## src/rtl/sync_deglitch_pkg.sv

```systemverilog
// sync_deglitch_pkg: shared FSM encoding, legal parameter bounds and sizing helpers
// for sync_deglitch_cnt and its synchroniser.
package sync_deglitch_pkg;
  typedef enum logic [1:0] {
    S_LO     = 2'd0,
    S_CHK_HI = 2'd1,
    S_HI     = 2'd2,
    S_CHK_LO = 2'd3
  } state_t;
  localparam int SYNC_MIN = 2;
  localparam int SYNC_MAX = 4;
  localparam int STAB_MIN = 1;
  localparam int STAB_MAX = 255;
  function automatic int stab_w(input int n);
    return $clog2(n + 1);
  endfunction
  function automatic int clamp(input int v, input int lo, input int hi);
    return (v < lo) ? lo : (v > hi) ? hi : v;
  endfunction
endpackage

```

## src/rtl/sync_deglitch_cnt_sync_ff_chain.sv

```systemverilog
// sync_ff_chain: plain multi-flop synchroniser, no logic between stages,
// asynchronous active-low reset to 0.
module sync_ff_chain #(
  parameter int SYNC_STAGES = 2
) (
  input  logic clk,
  input  logic reset_n,
  input  logic d,
  output logic q
);
  logic [SYNC_STAGES-1:0] r_chain;
  always_ff @(posedge clk or negedge reset_n) begin
    if (!reset_n) r_chain <= '0;
    else          r_chain <= {r_chain[SYNC_STAGES-2:0], d};
  end
  assign q = r_chain[SYNC_STAGES-1];
endmodule

```

## src/rtl/sync_deglitch_cnt.sv

```systemverilog
// sync_deglitch_cnt: synchronise a glitchy net, accept a level only after it is stable,
// emit rise/fall pulses; SYNC_DEGLITCH_EDGE_CNT_EN adds a saturating edge counter.
module sync_deglitch_cnt
  import sync_deglitch_pkg::*;
#(
  parameter int SYNC_STAGES   = 2,
  parameter int STABLE_CYCLES = 4,
  parameter int CNT_W         = 8
) (
  input  logic clk,
  input  logic reset_n,
  input  logic din,
  output logic dout,
  output logic rise_pulse,
  output logic fall_pulse,
  output logic busy
`ifdef SYNC_DEGLITCH_EDGE_CNT_EN
  ,
  input  logic             clr_cnt,
  output logic [CNT_W-1:0] edge_cnt
`endif
);
  localparam int SYNC_N = clamp(SYNC_STAGES, SYNC_MIN, SYNC_MAX);
  localparam int STAB_N = clamp(STABLE_CYCLES, STAB_MIN, STAB_MAX);
  localparam int SW     = stab_w(STAB_N);
  localparam logic [SW-1:0] CNT_ONE  = SW'(1);
  localparam logic [SW-1:0] CNT_LAST = SW'(STAB_N - 1);

  state_t        r_state, w_state_nxt;
  logic [SW-1:0] r_cnt, w_cnt_nxt;
  logic          w_sync;
  logic          r_rise, r_fall;

  sync_ff_chain #(.SYNC_STAGES(SYNC_N)) u_sync (
    .clk     (clk),
    .reset_n (reset_n),
    .d       (din),
    .q       (w_sync)
  );

  always_ff @(posedge clk or negedge reset_n) begin
    if (!reset_n) begin
      r_state <= S_LO;
      r_cnt   <= '0;
      r_rise  <= 1'b0;
      r_fall  <= 1'b0;
    end else begin
      r_state <= w_state_nxt;
      r_cnt   <= w_cnt_nxt;
      r_rise  <= ~r_state[1] & w_state_nxt[1];
      r_fall  <= r_state[1] & ~w_state_nxt[1];
    end
  end

  // r_cnt holds how many consecutive samples of the candidate level have been seen
  always_comb begin
    w_state_nxt = r_state;
    w_cnt_nxt   = r_cnt;
    case (r_state)
      S_LO: if (w_sync) begin
        w_state_nxt = (STAB_N == 1) ? S_HI : S_CHK_HI;
        w_cnt_nxt   = (STAB_N == 1) ? '0 : CNT_ONE;
      end
      S_CHK_HI: begin
        w_state_nxt = !w_sync ? S_LO : (r_cnt == CNT_LAST) ? S_HI : S_CHK_HI;
        w_cnt_nxt   = (!w_sync || r_cnt == CNT_LAST) ? '0 : r_cnt + CNT_ONE;
      end
      S_HI: if (!w_sync) begin
        w_state_nxt = (STAB_N == 1) ? S_LO : S_CHK_LO;
        w_cnt_nxt   = (STAB_N == 1) ? '0 : CNT_ONE;
      end
      S_CHK_LO: begin
        w_state_nxt = w_sync ? S_HI : (r_cnt == CNT_LAST) ? S_LO : S_CHK_LO;
        w_cnt_nxt   = (w_sync || r_cnt == CNT_LAST) ? '0 : r_cnt + CNT_ONE;
      end
    endcase
  end

  assign dout       = r_state[1];
  assign busy       = r_state[0];
  assign rise_pulse = r_rise;
  assign fall_pulse = r_fall;

`ifdef SYNC_DEGLITCH_EDGE_CNT_EN
  logic [CNT_W-1:0] r_edge_cnt;
  always_ff @(posedge clk or negedge reset_n) begin
    if (!reset_n)                                 r_edge_cnt <= '0;
    else if (clr_cnt)                             r_edge_cnt <= '0;
    else if ((r_rise | r_fall) && ~&r_edge_cnt)   r_edge_cnt <= r_edge_cnt + CNT_W'(1);
  end
  assign edge_cnt = r_edge_cnt;
`else
  logic w_unused_cnt_w;
  assign w_unused_cnt_w = (CNT_W > 0);
`endif
endmodule

```

## config.mk

```make
export PLATFORM = sky130hd
export DESIGN_NAME = sync_deglitch_cnt
export DESIGN_NICKNAME = d
export VERILOG_FILES = /design/src/rtl/sync_deglitch_pkg.sv /design/src/rtl/sync_deglitch_cnt_sync_ff_chain.sv /design/src/rtl/sync_deglitch_cnt.sv
export SDC_FILE = /design/constraint.sdc
export NUM_CORES = 1
export LEC_CHECK = 0
export ABC_AREA = 1
export CORE_AREA = 2 2 39 41
export CTS_CLUSTER_DIAMETER = 50
export DETAILED_ROUTE_END_ITERATION = 7
export DIE_AREA = 0 0 41 43
export SLEW_MARGIN = 0
export SYNTH_ARGS = -nofsm -noshare
export SYNTH_HDL_FRONTEND = slang
export SYNTH_HIERARCHICAL = 1
export SYNTH_SLANG_ARGS = --single-unit
```

## constraint.sdc

```tcl
create_clock -name clk -period 3.5 [get_ports clk]
set_input_delay 0.35 -clock clk [delete_from_list [all_inputs] [get_ports clk]]
set_output_delay 0.35 -clock clk [all_outputs]
set_load 0.01 [all_outputs]
```

==> results of run 1 <==
power by group:
part	switching [mW]	internal, mW	total [mW]
combinational	0.0769	0.0611	0.138
sequential	0.0208	0.133	0.153
clock	0.0335	0.0438	0.0773
metrics by stage:
stage	setup WS [ns]	cell area [sq um]	hold slack, ns	total power, mW
finish	1.951	498.0	0.3474	0.3687
global route	1.889	498.0	0.3640	0.4082
CTS	1.933	498.0	0.3533	0.3769
detailed placement	2.217	471.7	0.3397	0.2962
global placement	2.237	471.7	0.3357	0.2924
floorplan	2.384	391.6	0.05441	0.2450
worst paths after layout:
path,start,to,slack (ns),cells after the start
max in group asynchronous,reset_n,u_sync/r_chain[0],2.82,1
worst min register to register,u_sync/r_chain[0],u_sync/r_chain[1],0.35,0
worst max-delay path,r_state[0],busy,1.95,1
min in group asynchronous,reset_n,r_state[1],0.39,1
worst min-delay path,u_sync/r_chain[0],u_sync/r_chain[1],0.35,0
worst max register to register,r_cnt[0],r_state[1],2.29,6
area by class of cell:
class	count	area, sq um
Fill cell	154	885.9
Sequential cell	9	225.2
Multi-Input combinational cell	25	136.4
Timing Repair Buffer	6	60.06
Inverter	8	30.03
Clock buffer	4	26.28
Tap cell	16	20.02
sequential cells by signal (all words and copies together) (netlist names):
| register | count |
|---|---|
| rise_pulse | 1 |
| u_sync/r_chain | 2 |
| r_state | 2 |
| r_cnt | 3 |
| fall_pulse | 1 |
cells in the mapped netlist, drive strengths merged:
cell and n:
dfrtp 9, ha 3, nand2 12, nor2 3, nand3 4, inv 8, o21ai 2, a21oi 1
per-layer routing:
metal / global-route usage [%] / wire [um] / part of all wire (%) / vias up
met5: 0 / 0 / 0 / -
met4: 6.000 / 0 / 0 / 0
met3: 4.712 / 22 / 3.7 / 0
met2: 13.44 / 307 / 52 / 4
met1: 11.74 / 262 / 44 / 126
li1: - / - / - / 149
cells by family (layout without fill, tap and decap cells):
group	after synthesis	after routing	share of synthesized area (%)
flip-flops	9	9	57.51
adder cells (fa/ha/maj)	3	3	9.586
AND/OR/NAND/NOR	19	19	21.41
buffers and inverters	8	18	7.668
AO/OA/AOI/OAI	3	3	3.833
==> results.cfg, run 1 <==
[route]
vias_per_cell = 4.103
postRouteAntennaNets = 0
vias = 279
dr.pass1.iters = 2
wl_um = 592
wire_per_inst_um = 8.706
first_iter_violations = 2
drcViolationCount = 0

[yosys]
postSynthAreaPerCell_sq_um = 9.324
synth_top_area_share_pct = 57.51
synth_top_area_cell = dfrtp_1
netlist_area_sq_um = 391.6
synthesis.nets = 48
ys_types = 11
ys_seq_elements = 9
synth_area_leaders = dfrtp_1 (58%), ha_1 (9.6%), nand2_1 (9.6%), inv_1 (6.7%), nand3_1 (5.1%)
ys_warn_count = 6
syn_inst = 42
ys_seq_area_share_pct = 57.51

[clock_network]
cts.sinks = 9
htreeDepth = 1
clock_path_buffers = 2
cts_tree = built
cts_hold_buf = 0
clk_latency_ns = 0.25
clk_pin_slew_ns = 0.06
cts-root-buf = clkbuf_4
cts_setup_buffers = 0
cts_buffers = 3
cts_resized = 0

[pwr]
leakage_nw = 0.2654
ir_worst_vdd_mv = 0.2383
power.density_nw_per_um2 = 740.4

[place]
globalplace.congestion = 0.6710
port_buffers = 6
dpl.cell_count = 64
dp_hpwl_um = 478.4

[timing]
hold_viol_final = 0
setup_viol = 0
timing_worst_slew_pin_value_ns = 0.4102
maxSlewViolCount = 0
layout_min_cycle_time_ns = 1.549
fmax_mhz = 645.7
rsz0062_at_grt = false
setup_tns_ns = 0
clock_skew_ns = 0.003155
fin_crit_sh_pct = 44.25
slew_headroom_pct = 72.56

[finish]
mostFrequentLayoutCell = nand2_1
finalCoreUtilization_pct = 35.99
final_cell_mix = nand2_1 (10), dfrtp_1 (9), inv_1 (7), clkdlybuf4s50_1 (6), nand3_1 (4)
area_growth_pct = 27.16
stdcell_count = 68
nets = 59
drive_gt1_share_pct = 13.46
diodes = 0

[floorplan]
die-area_sq_um = 1763
die_y_um = 43
io_pins = 7
die_w_um = 41
initial_core_util_pct = 28.30
core_area_sq_um = 1384
rows = 14

[global_route]
grt_max_degree = 10
track_usage_pct = 9.766
grt_pass1_wl_um = 1083
grt_antenna_before_repair = 0
grt_pass1_vias = 270
grt_overflow_total = 0

[setup_path]
arrival_ns = 1.20
critPathCaptureType = primary output
max_stage_delay_ns = 0.56
path_buf_inv = 1
critPathSlowestCell = clkdlybuf4s50_1
path_max_fanout = 5
required_ns = 3.15
cp_top_family = buffers and inverters
path_class = flip-flop to primary output
worstPathCellList = clkdlybuf4s50_1
cp-start-kind = flip-flop

[flow_run]
drv_cap = 0

[outcome]
status = finished, final reports clean

[hold_path]
hp-class = flip-flop to flip-flop
Note: power is estimated with default switching activity, not from simulation.
==> inputs of run 2 (changes only) <==
==> constraint.sdc (replaced) <==
create_clock -name clk -period 1.48 [get_ports clk]
set_input_delay 0.148 -clock clk [delete_from_list [all_inputs] [get_ports clk]]
set_output_delay 0.148 -clock clk [all_outputs]
set_load 0.01 [all_outputs]
==> run 2 against run 1 <==
Flip-flop and latch count is the same; clock skew grew 0.0013 ns; cell count is the same; clock power grew 140%; largest cell class unchanged; setup slack lost 1.8 ns; sequential power grew 140%; routed wire length shrank 3.9%; highest routed layer unchanged; global-route usage shrank 0.92 points.
==> results.cfg, run 2 (synthesis gave the netlist of run 1 again) <==
[setup_path]
critPathCaptureType = primary output
path_buf_inv = 1
path_class = flip-flop to primary output
cp_top_family = buffers and inverters
required_ns = 1.33
arrival_ns = 1.22
worstPathCellList = clkdlybuf4s50_1
path_max_fanout = 5
critPathSlowestCell = clkdlybuf4s50_1
cp-start-kind = flip-flop
max_stage_delay_ns = 0.56

[finish]
registers.top_by_ff_count = r_cnt
area_growth_pct = 27.48
diodes = 0
drive_gt1_share_pct = 15.38
regArea_sq_um = 225.2
largest_register_ffs = 3
final_area_sq_um = 499.2
reg_top3 = r_cnt: 3 flops, r_state: 2 flops, u_sync/r_chain: 2 flops
num-fill-cells = 147
mostFrequentLayoutCell = nand2_1
multi_input_area_sq_um = 136.4
nets = 59
final_cell_mix = nand2_1 (10), dfrtp_1 (9), inv_1 (7), clkdlybuf4s50_1 (6), nand3_1 (4)

[floorplan]
die_w_um = 41
io_pins = 7
die-area_sq_um = 1763
initial_core_util_pct = 28.30
core_area_sq_um = 1384
die_y_um = 43
rows = 14

[pwr]
ir_worst_vdd_mv = 0.4781
leakage_nw = 0.2681
power.density_nw_per_um2 = 1752

[place]
globalplace.congestion = 0.7700
port_buffers = 6
place_area_sq_um = 471.7
dp_hpwl_um = 433.5

[route]
met2_length_um = 276
drcViolationCount = 0
first_iter_violations = 0
wl_um = 569
wl_met3_um = 24
postRouteAntennaNets = 0
highest_layer = met3
vias = 273
wire_per_inst_um = 8.368
vias_per_cell = 4.015
met1Wirelength_um = 269
dr.pass1.iters = 1

[timing]
maxSlewViolCount = 0
fin_crit_sh_pct = 92.24
layout_min_cycle_time_ns = 1.365
setup_viol = 0
fmax_mhz = 732.5
hold_viol_final = 0
setup_tns_ns = 0
timing_worst_slew_pin_value_ns = 0.4008
clock_skew_ns = 0.004481
rsz0062_at_grt = false
slew_headroom_pct = 73.19

[clock_network]
clk_latency_ns = 0.26
clock_path_buffers = 2
cts_tree = built
cts_buffers = 3
cts_hold_buf = 0
cts-root-buf = clkbuf_4
clk_pin_slew_ns = 0.07
cts_setup_buffers = 0
htreeDepth = 1
cts.sinks = 9
cts_resized = 0

[outcome]
status = finished, final reports clean

[global_route]
grt_overflow_total = 0
grt_pass1_vias = 232
track_usage_pct = 8.850
grt_pass1_wl_um = 890
grt_antenna_before_repair = 0
grt_max_degree = 10

[hold_path]
hp-class = primary input to async pin

[flow_run]
drv_cap = 0
run 2: cell types whose count changed in the layout (fill, tap and decap cells not counted):
| cell | delta |
|---|---|
| clkbuf_1 | -1 |
| clkinv_2 | +1 |
run 2: stage by stage:
stage / setup WS [ns] / utilization (%) / hold slack (ns) / power, mW / std cells
6_report: 0.1148 / 36.08 / 0.1783 / 0.8747 / 68
5_1_grt: 0.05253 / 36.08 / 0.2005 / 0.9645 / 68
4_1_cts: 0.09467 / 36.08 / 0.1786 / 0.8946 / 68
3_5_place_dp: 0.2829 / 34.09 / 0.3413 / 0.6947 / 64
3_3_place_gp: 0.2886 / 34.09 / 0.3341 / 0.6900 / 64
2_1_floorplan: 0.3640 / - / -0.1476 / 0.5795 / 42
run 2: cell type report:
type	count	area share (%)
Multi-Input combinational cell	25	27.32
Inverter	8	6.015
Sequential cell	9	45.11
Tap cell	16	4.010
Clock buffer	3	4.511
Timing Repair Buffer	6	12.03
Clock inverter	1	1.003
run 2: layer usage:
metal,vias to the layer above,GRT usage [%]
met5,-,0
li1,149,-
met4,0,12.00
met1,120,10.40
met2,4,9.063
met3,0,4.712
run 2: final timing paths:
| check | start | end | slack [ns] | depth (start not counted) |
|---|---|---|---|---|
| max | r_state[0] | busy | 0.11 | 1 |
| min | reset_n | fall_pulse | 0.18 | 1 |
| max reg2reg | r_cnt[0] | r_state[1] | 0.28 | 6 |
| min reg2reg | u_sync/r_chain[0] | u_sync/r_chain[1] | 0.35 | 0 |
| max in group asynchronous | reset_n | r_cnt[0] | 1.02 | 1 |
| min in group clk | din | u_sync/r_chain[0] | 0.32 | 1 |
run 2: report_power, final:
part	total, mW	switching [mW]	internal (mW)
Sequential	0.365	0.0512	0.313
Combinational	0.322	0.178	0.144
Clock	0.188	0.0885	0.0997
Total	0.875	0.318	0.557
